<file path="config.mk">
export PLATFORM = sky130hd
export DESIGN_NAME = dcache_ctrl
export DESIGN_NICKNAME = d
export VERILOG_FILES = /design/src/rtl/dcache_ctrl.sv
export SDC_FILE = /design/constraint.sdc
export NUM_CORES = 1
export LEC_CHECK = 0
export BUFFER_PORTS_ARGS = -buffer_cell sky130_fd_sc_hd__buf_4
export CORE_AREA = 2 2 357 359
export CTS_CLUSTER_SIZE = 10
export DETAILED_ROUTE_END_ITERATION = 10
export DIE_AREA = 0 0 359 361
export SYNTH_ARGS = -nofsm -noshare
export SYNTH_HDL_FRONTEND = slang
export SYNTH_SLANG_ARGS = --single-unit
</file>
<file path="constraint.sdc">
create_clock -name clk -period 7.41 [get_ports clk]
set_input_delay 0.3705 -clock clk [delete_from_list [all_inputs] [get_ports clk]]
set_output_delay 0.3705 -clock clk [all_outputs]
set_load 0.005 [all_outputs]
</file>
<file path="src/rtl/dcache_ctrl.sv">
// Control FSM for a 2-way, write-back, write-allocate data cache.
// Sweeps all sets after reset, serves hits in two cycles, and handles victim writeback plus line refill on a miss.
module dcache_ctrl #(
    parameter int IDX_W = 8,
    parameter int TAG_W = 20,
    parameter int OFF_W = 4
) (
    input  logic               clk,
    input  logic               rst,
    input  logic               cpu_req_i,
    input  logic               cpu_we_i,
    input  logic [31:0]        cpu_addr_i,
    input  logic [31:0]        cpu_wdata_i,
    output logic               cpu_ready_o,
    output logic               cpu_done_o,
    output logic [31:0]        cpu_rdata_o,
    output logic [IDX_W-1:0]   index_o,
    output logic [OFF_W-1:0]   offset_o,
    output logic               w0_tag_en_o,
    output logic               w0_valid_en_o,
    output logic               w0_dirty_en_o,
    output logic               w0_lru_en_o,
    output logic [3:0]         w0_data_en_o,
    output logic               w1_tag_en_o,
    output logic               w1_valid_en_o,
    output logic               w1_dirty_en_o,
    output logic               w1_lru_en_o,
    output logic [3:0]         w1_data_en_o,
    output logic [TAG_W-1:0]   wr_tag_o,
    output logic               wr_valid_o,
    output logic               wr_dirty_o,
    output logic               wr_lru_o,
    output logic [127:0]       wr_data_o,
    input  logic [TAG_W-1:0]   w0_rd_tag_i,
    input  logic               w0_rd_valid_i,
    input  logic               w0_rd_dirty_i,
    input  logic               w0_rd_lru_i,
    input  logic [127:0]       w0_rd_data_i,
    input  logic [TAG_W-1:0]   w1_rd_tag_i,
    input  logic               w1_rd_valid_i,
    input  logic               w1_rd_dirty_i,
    input  logic               w1_rd_lru_i,
    input  logic [127:0]       w1_rd_data_i,
    output logic               mem_rd_req_o,
    output logic [31:0]        mem_rd_addr_o,
    input  logic               mem_rd_valid_i,
    input  logic [127:0]       mem_rd_data_i,
    output logic               mem_wr_req_o,
    output logic [31:0]        mem_wr_addr_o,
    output logic [127:0]       mem_wr_data_o,
    input  logic               mem_wr_ack_i
);

    typedef enum logic [2:0] {INIT, IDLE, LOOKUP, WB, REFILL, FILL} state_t;

    state_t             state, state_nx;
    logic [IDX_W-1:0]   cnt;
    logic [31:0]        req_addr;
    logic               req_we;
    logic [31:0]        req_wdata;
    logic               victim;
    logic [TAG_W-1:0]   vic_tag;
    logic [127:0]       vic_data;
    logic [127:0]       fill_data;

    logic [TAG_W-1:0]   req_tag;
    logic [IDX_W-1:0]   req_idx;
    logic [OFF_W-1:0]   req_off;
    logic [1:0]         req_word;
    logic               hit0, hit1;
    logic [127:0]       hit_line;
    logic               vic_valid, vic_dirty;
    logic [127:0]       merged;
    logic               unused_lru;

    function automatic logic [31:0] word_of(input logic [127:0] line, input logic [1:0] sel);
        return line[sel*32 +: 32];
    endfunction

    assign req_tag    = req_addr[31 -: TAG_W];
    assign req_idx    = req_addr[OFF_W +: IDX_W];
    assign req_off    = req_addr[OFF_W-1:0];
    assign req_word   = req_addr[3:2];
    assign hit0       = w0_rd_valid_i && (w0_rd_tag_i == req_tag);
    assign hit1       = w1_rd_valid_i && (w1_rd_tag_i == req_tag);
    assign hit_line   = hit0 ? w0_rd_data_i : w1_rd_data_i;
    // Replacement decision uses way0's LRU bit only; both ways always carry the same value.
    assign vic_valid  = w0_rd_lru_i ? w1_rd_valid_i : w0_rd_valid_i;
    assign vic_dirty  = w0_rd_lru_i ? w1_rd_dirty_i : w0_rd_dirty_i;
    assign unused_lru = w1_rd_lru_i;

    always_comb begin
        merged = fill_data;
        if (req_we) begin
            merged[req_word*32 +: 32] = req_wdata;
        end
    end

    always_ff @(posedge clk) begin
        if (rst) begin
            state     <= INIT;
            cnt       <= '0;
            req_addr  <= '0;
            req_we    <= 1'b0;
            req_wdata <= '0;
            victim    <= 1'b0;
            vic_tag   <= '0;
            vic_data  <= '0;
            fill_data <= '0;
        end else begin
            state <= state_nx;
            if (state == INIT) begin
                cnt <= cnt + 1'b1;
            end
            if (state == IDLE && cpu_req_i) begin
                req_addr  <= cpu_addr_i;
                req_we    <= cpu_we_i;
                req_wdata <= cpu_wdata_i;
            end
            if (state == LOOKUP) begin
                victim   <= w0_rd_lru_i;
                vic_tag  <= w0_rd_lru_i ? w1_rd_tag_i : w0_rd_tag_i;
                vic_data <= w0_rd_lru_i ? w1_rd_data_i : w0_rd_data_i;
            end
            if (state == REFILL && mem_rd_valid_i) begin
                fill_data <= mem_rd_data_i;
            end
        end
    end

    // Outputs are forced low while reset is held so memory requests drop at once.
    always_comb begin
        state_nx      = state;
        cpu_ready_o   = 1'b0;
        cpu_done_o    = 1'b0;
        cpu_rdata_o   = '0;
        index_o       = '0;
        offset_o      = '0;
        w0_tag_en_o   = 1'b0;
        w0_valid_en_o = 1'b0;
        w0_dirty_en_o = 1'b0;
        w0_lru_en_o   = 1'b0;
        w0_data_en_o  = '0;
        w1_tag_en_o   = 1'b0;
        w1_valid_en_o = 1'b0;
        w1_dirty_en_o = 1'b0;
        w1_lru_en_o   = 1'b0;
        w1_data_en_o  = '0;
        wr_tag_o      = '0;
        wr_valid_o    = 1'b0;
        wr_dirty_o    = 1'b0;
        wr_lru_o      = 1'b0;
        wr_data_o     = '0;
        mem_rd_req_o  = 1'b0;
        mem_rd_addr_o = '0;
        mem_wr_req_o  = 1'b0;
        mem_wr_addr_o = '0;
        mem_wr_data_o = '0;
        if (!rst) begin
            case (state)
                INIT: begin
                    index_o       = cnt;
                    w0_valid_en_o = 1'b1;
                    w0_dirty_en_o = 1'b1;
                    w0_lru_en_o   = 1'b1;
                    w1_valid_en_o = 1'b1;
                    w1_dirty_en_o = 1'b1;
                    w1_lru_en_o   = 1'b1;
                    if (cnt == '1) begin
                        state_nx = IDLE;
                    end
                end
                IDLE: begin
                    cpu_ready_o = 1'b1;
                    index_o     = cpu_addr_i[OFF_W +: IDX_W];
                    offset_o    = cpu_addr_i[OFF_W-1:0];
                    if (cpu_req_i) begin
                        state_nx = LOOKUP;
                    end
                end
                LOOKUP: begin
                    index_o  = req_idx;
                    offset_o = req_off;
                    if (hit0 || hit1) begin
                        cpu_done_o  = 1'b1;
                        cpu_rdata_o = word_of(hit_line, req_word);
                        w0_lru_en_o = 1'b1;
                        w1_lru_en_o = 1'b1;
                        wr_lru_o    = hit0;
                        if (req_we) begin
                            wr_data_o  = {4{req_wdata}};
                            wr_dirty_o = 1'b1;
                            if (hit0) begin
                                w0_dirty_en_o = 1'b1;
                                w0_data_en_o  = 4'b0001 << req_word;
                            end else begin
                                w1_dirty_en_o = 1'b1;
                                w1_data_en_o  = 4'b0001 << req_word;
                            end
                        end
                        state_nx = IDLE;
                    end else if (vic_valid && vic_dirty) begin
                        state_nx = WB;
                    end else begin
                        state_nx = REFILL;
                    end
                end
                WB: begin
                    index_o       = req_idx;
                    offset_o      = req_off;
                    mem_wr_req_o  = 1'b1;
                    mem_wr_addr_o = {vic_tag, req_idx, {OFF_W{1'b0}}};
                    mem_wr_data_o = vic_data;
                    if (mem_wr_ack_i) begin
                        state_nx = REFILL;
                    end
                end
                REFILL: begin
                    index_o       = req_idx;
                    offset_o      = req_off;
                    mem_rd_req_o  = 1'b1;
                    mem_rd_addr_o = {req_addr[31:OFF_W], {OFF_W{1'b0}}};
                    if (mem_rd_valid_i) begin
                        state_nx = FILL;
                    end
                end
                FILL: begin
                    index_o     = req_idx;
                    offset_o    = req_off;
                    wr_tag_o    = req_tag;
                    wr_valid_o  = 1'b1;
                    wr_dirty_o  = req_we;
                    wr_lru_o    = ~victim;
                    wr_data_o   = merged;
                    w0_lru_en_o = 1'b1;
                    w1_lru_en_o = 1'b1;
                    if (victim) begin
                        w1_tag_en_o   = 1'b1;
                        w1_valid_en_o = 1'b1;
                        w1_dirty_en_o = 1'b1;
                        w1_data_en_o  = 4'b1111;
                    end else begin
                        w0_tag_en_o   = 1'b1;
                        w0_valid_en_o = 1'b1;
                        w0_dirty_en_o = 1'b1;
                        w0_data_en_o  = 4'b1111;
                    end
                    cpu_done_o  = 1'b1;
                    cpu_rdata_o = word_of(merged, req_word);
                    state_nx    = IDLE;
                end
                default: state_nx = INIT;
            endcase
        end
    end

endmodule

</file>
==> impl_metrics.toml <==
[route]
drc = 0
drt_wl_total_mm = 151
first_pass_iters = 6
via_per_inst = 4.91
ant_nets = 0
wl_per_cell_um = 27.8
num_vias = 26500
drtIter0Drc = 2588

[synth]
synthDistinctLibCells = 51
ys_top_cells_by_area = "dfxtp_1 (32%), nand2_1 (9.3%), a21oi_1 (8.2%), mux2i_1 (7.0%), mux4_2 (6.5%)"
synth_flop_cell = "dfxtp_1"
netlist_area_um2 = 21900
ys_seq_area_share_pct = 32.3
yosys_warnings = 0
avgSynthCellArea_um2 = 7.75
yosysTopAreaCell = "dfxtp_1"
ys_ff_latch = 353
synth_top_area_share_pct = 32.3
async_reset_ff_share_pct = 0
syn-instance-count = 2825
synth_edf_count = 0

[cts]
cts_buffers = 49
clock_latency_ns = 0.63
path_clk_slew_ns = 0.05
cts_resized = 0
htree_levels = 2
clock_path_buffers = 3
cts.root.buffer_cell = "clkbuf_16"
cts_tree = "yes"
clkSinkCount = 353

[power_and_ir_drop]
power_w = 0.00563
p_int_w = 0.00387
seqPwrFrac_pct = 37.5
p_leak_nw = 13.2
swShare_pct = 31.3
peakVddDrop_uv = 142
p_sw_w = 0.00176
power_frac_comb_pct = 20.1
powerDensity_nw_per_um2 = 169
p_clk_share_pct = 42.4

[die]
fp-row-count = 130
die-height_um = 361
die-area_um2 = 130000
fp.dieW_um = 359
coreArea_um2 = 125000
boundaryPins = 907
initial_utilization_pct = 17.4

[flow_run]
drv_cap = 0

[placement]
numPortBuffers = 897
dp.cells = 5130
place_area_um2 = 30000
gp_congestion = 0.953
place_hpwl_mm = 116

[layout]
drive_gt1_share_pct = 29.8
regArea_um2 = 7070
layout_commonest_cell = "buf_4"
num-nets-final = 4224
fillers = 13700
multiInputGateArea_um2 = 13600
area_growth_syn_to_layout_pct = 52.8
fin_cells = 5408
mostFrequentLayoutCells = "buf_4 (948), nand2_1 (539), a21oi_1 (358), dfxtp_1 (351), nor2_1 (265)"
design_area_um2 = 33400

[critical_path]
worstPathMaxFanout = 43
path_cells = "inv_2 -> buf_4 -> ha_1 -> nand2_2 -> buf_4 -> nor4b_2 -> buf_4 -> a22oi_1 -> o21ai_0 -> o21ai_0 -> a221o_1 -> o31ai_1 -> buf_4"
r2r_cells = 5
start_kind = "flop"
max_stage_delay_ns = 0.57
slowest_stage = "a221o_1"
r2r_slack_ns = 3.57
path_delay_family = "buffers and inverters"
required_ns = 7.04
path_buf_inv = 5
worstPathArrival_ns = 4.74
critPathKind = "flop to primary output"
worstSetupPathDepth = 13
crit_top_cell = "buf_4"
worst_setup_path_end_kind = "primary output"

[global_routing]
grt_pass1_vias = 25400
overflow = 0
grt_pass1_wl_mm = 204
antenna_found_initial = 28
grt_usage_pct = 22.1
grt_max_degree = 129

[sta]
setup_tns_ns = 0
fmax_ghz = 0.196
period_share_pct = 69.0
rsz0062_at_grt = "no"
fin_crit_ns = 5.11
slew_viol_final = 0
setup_violations = 0
fin_skew_ns = 0.0175
relSlewSlack_pct = 25.1
worst_slew_pin_slew_ns = 1.12
hold_viol = 0

[min_path]
min_path_type = "primary input to flop"
worstHoldPathCells = 3

[run_status]
status = "finished, final reports clean"
-- registers in the layout (all words and copies together) (netlist names) --
register	cells
fill_data	128
vic_data	128
req_addr	32
req_wdata	32
vic_tag	20
cnt	8
state	3
req_we	1
victim	1
-- logic make-up after synthesis --
kind of cell | share of synthesized area, %
AOI/OAI and AO/OA | 24.1
xor gates and xnor gates | 1.80
adders and majority gates | 0.457
buffers and inverters | 6.05
DFF | 32.3
muxes | 13.5
other | 0.0171
and+or+nand+nor | 21.8
-- worst reg2reg max path: cells and delay by family, from the launching register on --
| family | cells | cell delay (ns) |
|---|---|---|
| AND/OR/NAND/NOR | 2 | 0.86 |
| buffers and inverters | 2 | 1.88 |
| AO/OA/AOI/OAI | 1 | 0.28 |
| flip-flops | 1 | 0.71 |
-- layer usage --
metal | vias up | wire length, um | part of all wire (%) | global-route usage (%)
li1 | 11800 | - | - | -
met1 | 13000 | 61300 | 41 | 27.6
met2 | 1449 | 67900 | 45 | 35.4
met3 | 250 | 15800 | 11 | 7.47
met4 | 22 | 5330 | 3.5 | 7.12
met5 | - | 128 | 0.085 | 0
-- power groups by stage --
stage          Clock [W]  Combinational [W]  Sequential [W]
2_1_floorplan          0           0.000549         0.00205
3_5_place_dp           0            0.00104         0.00215
5_1_grt          0.00251            0.00121         0.00212
6_report         0.00239            0.00113         0.00211
3_3_place_gp           0            0.00104         0.00215
4_1_cts          0.00245            0.00113         0.00211
-- worst paths after layout --
kind                     startpoint              to
setup / recovery        req_addr[3]  cpu_rdata_o[0]
hold / removal    mem_rd_data_i[47]   fill_data[47]
setup reg to reg           state[1]    vic_data[31]
hold reg to reg      fill_data[126]  fill_data[126]
-- cells in the mapped netlist (all sizes together) (12+ instances only) --
master	n
a221oi	20
clkbuf	229
and3	30
nor2	266
mux2i	152
buf	75
a22oi	29
nand2	543
and2	179
a211oi	148
nand4	16
mux4	63
nand2b	12
o31ai	32
a21oi	362
o21a	19
xnor2	34
o21ai	50
dfxtp	353
a22o	105
a221o	26
-- per-stage QoR --
step,util [%],worst slack (ns),hold WS (ns)
2_1_floorplan,-,3.83,0.437
3_3_place_gp,23.9,2.57,0.446
3_5_place_dp,23.9,2.56,0.449
4_1_cts,26.6,2.03,0.00225
5_1_grt,26.6,1.92,0.0327
6_report,26.7,2.30,0.0374
-- what timing repair did --
action | in CTS | in global routing
buffers inserted | 0 | 0
hold buffers | 185 | 0
endpoints found under the hold margin | 185 | 0
-- final cells by class --
type | instances | share of cell area [%]
diodes | 9 | 0.0674
clock buffers | 71 | 4.35
clock inverters | 13 | 0.344
inverters | 9 | 0.101
multi-input cells | 2166 | 40.8
flip-flops and latches | 353 | 21.2
well taps | 1650 | 6.18
repair buffers | 1137 | 27.0
Note: power is estimated with default switching activity, not from simulation.
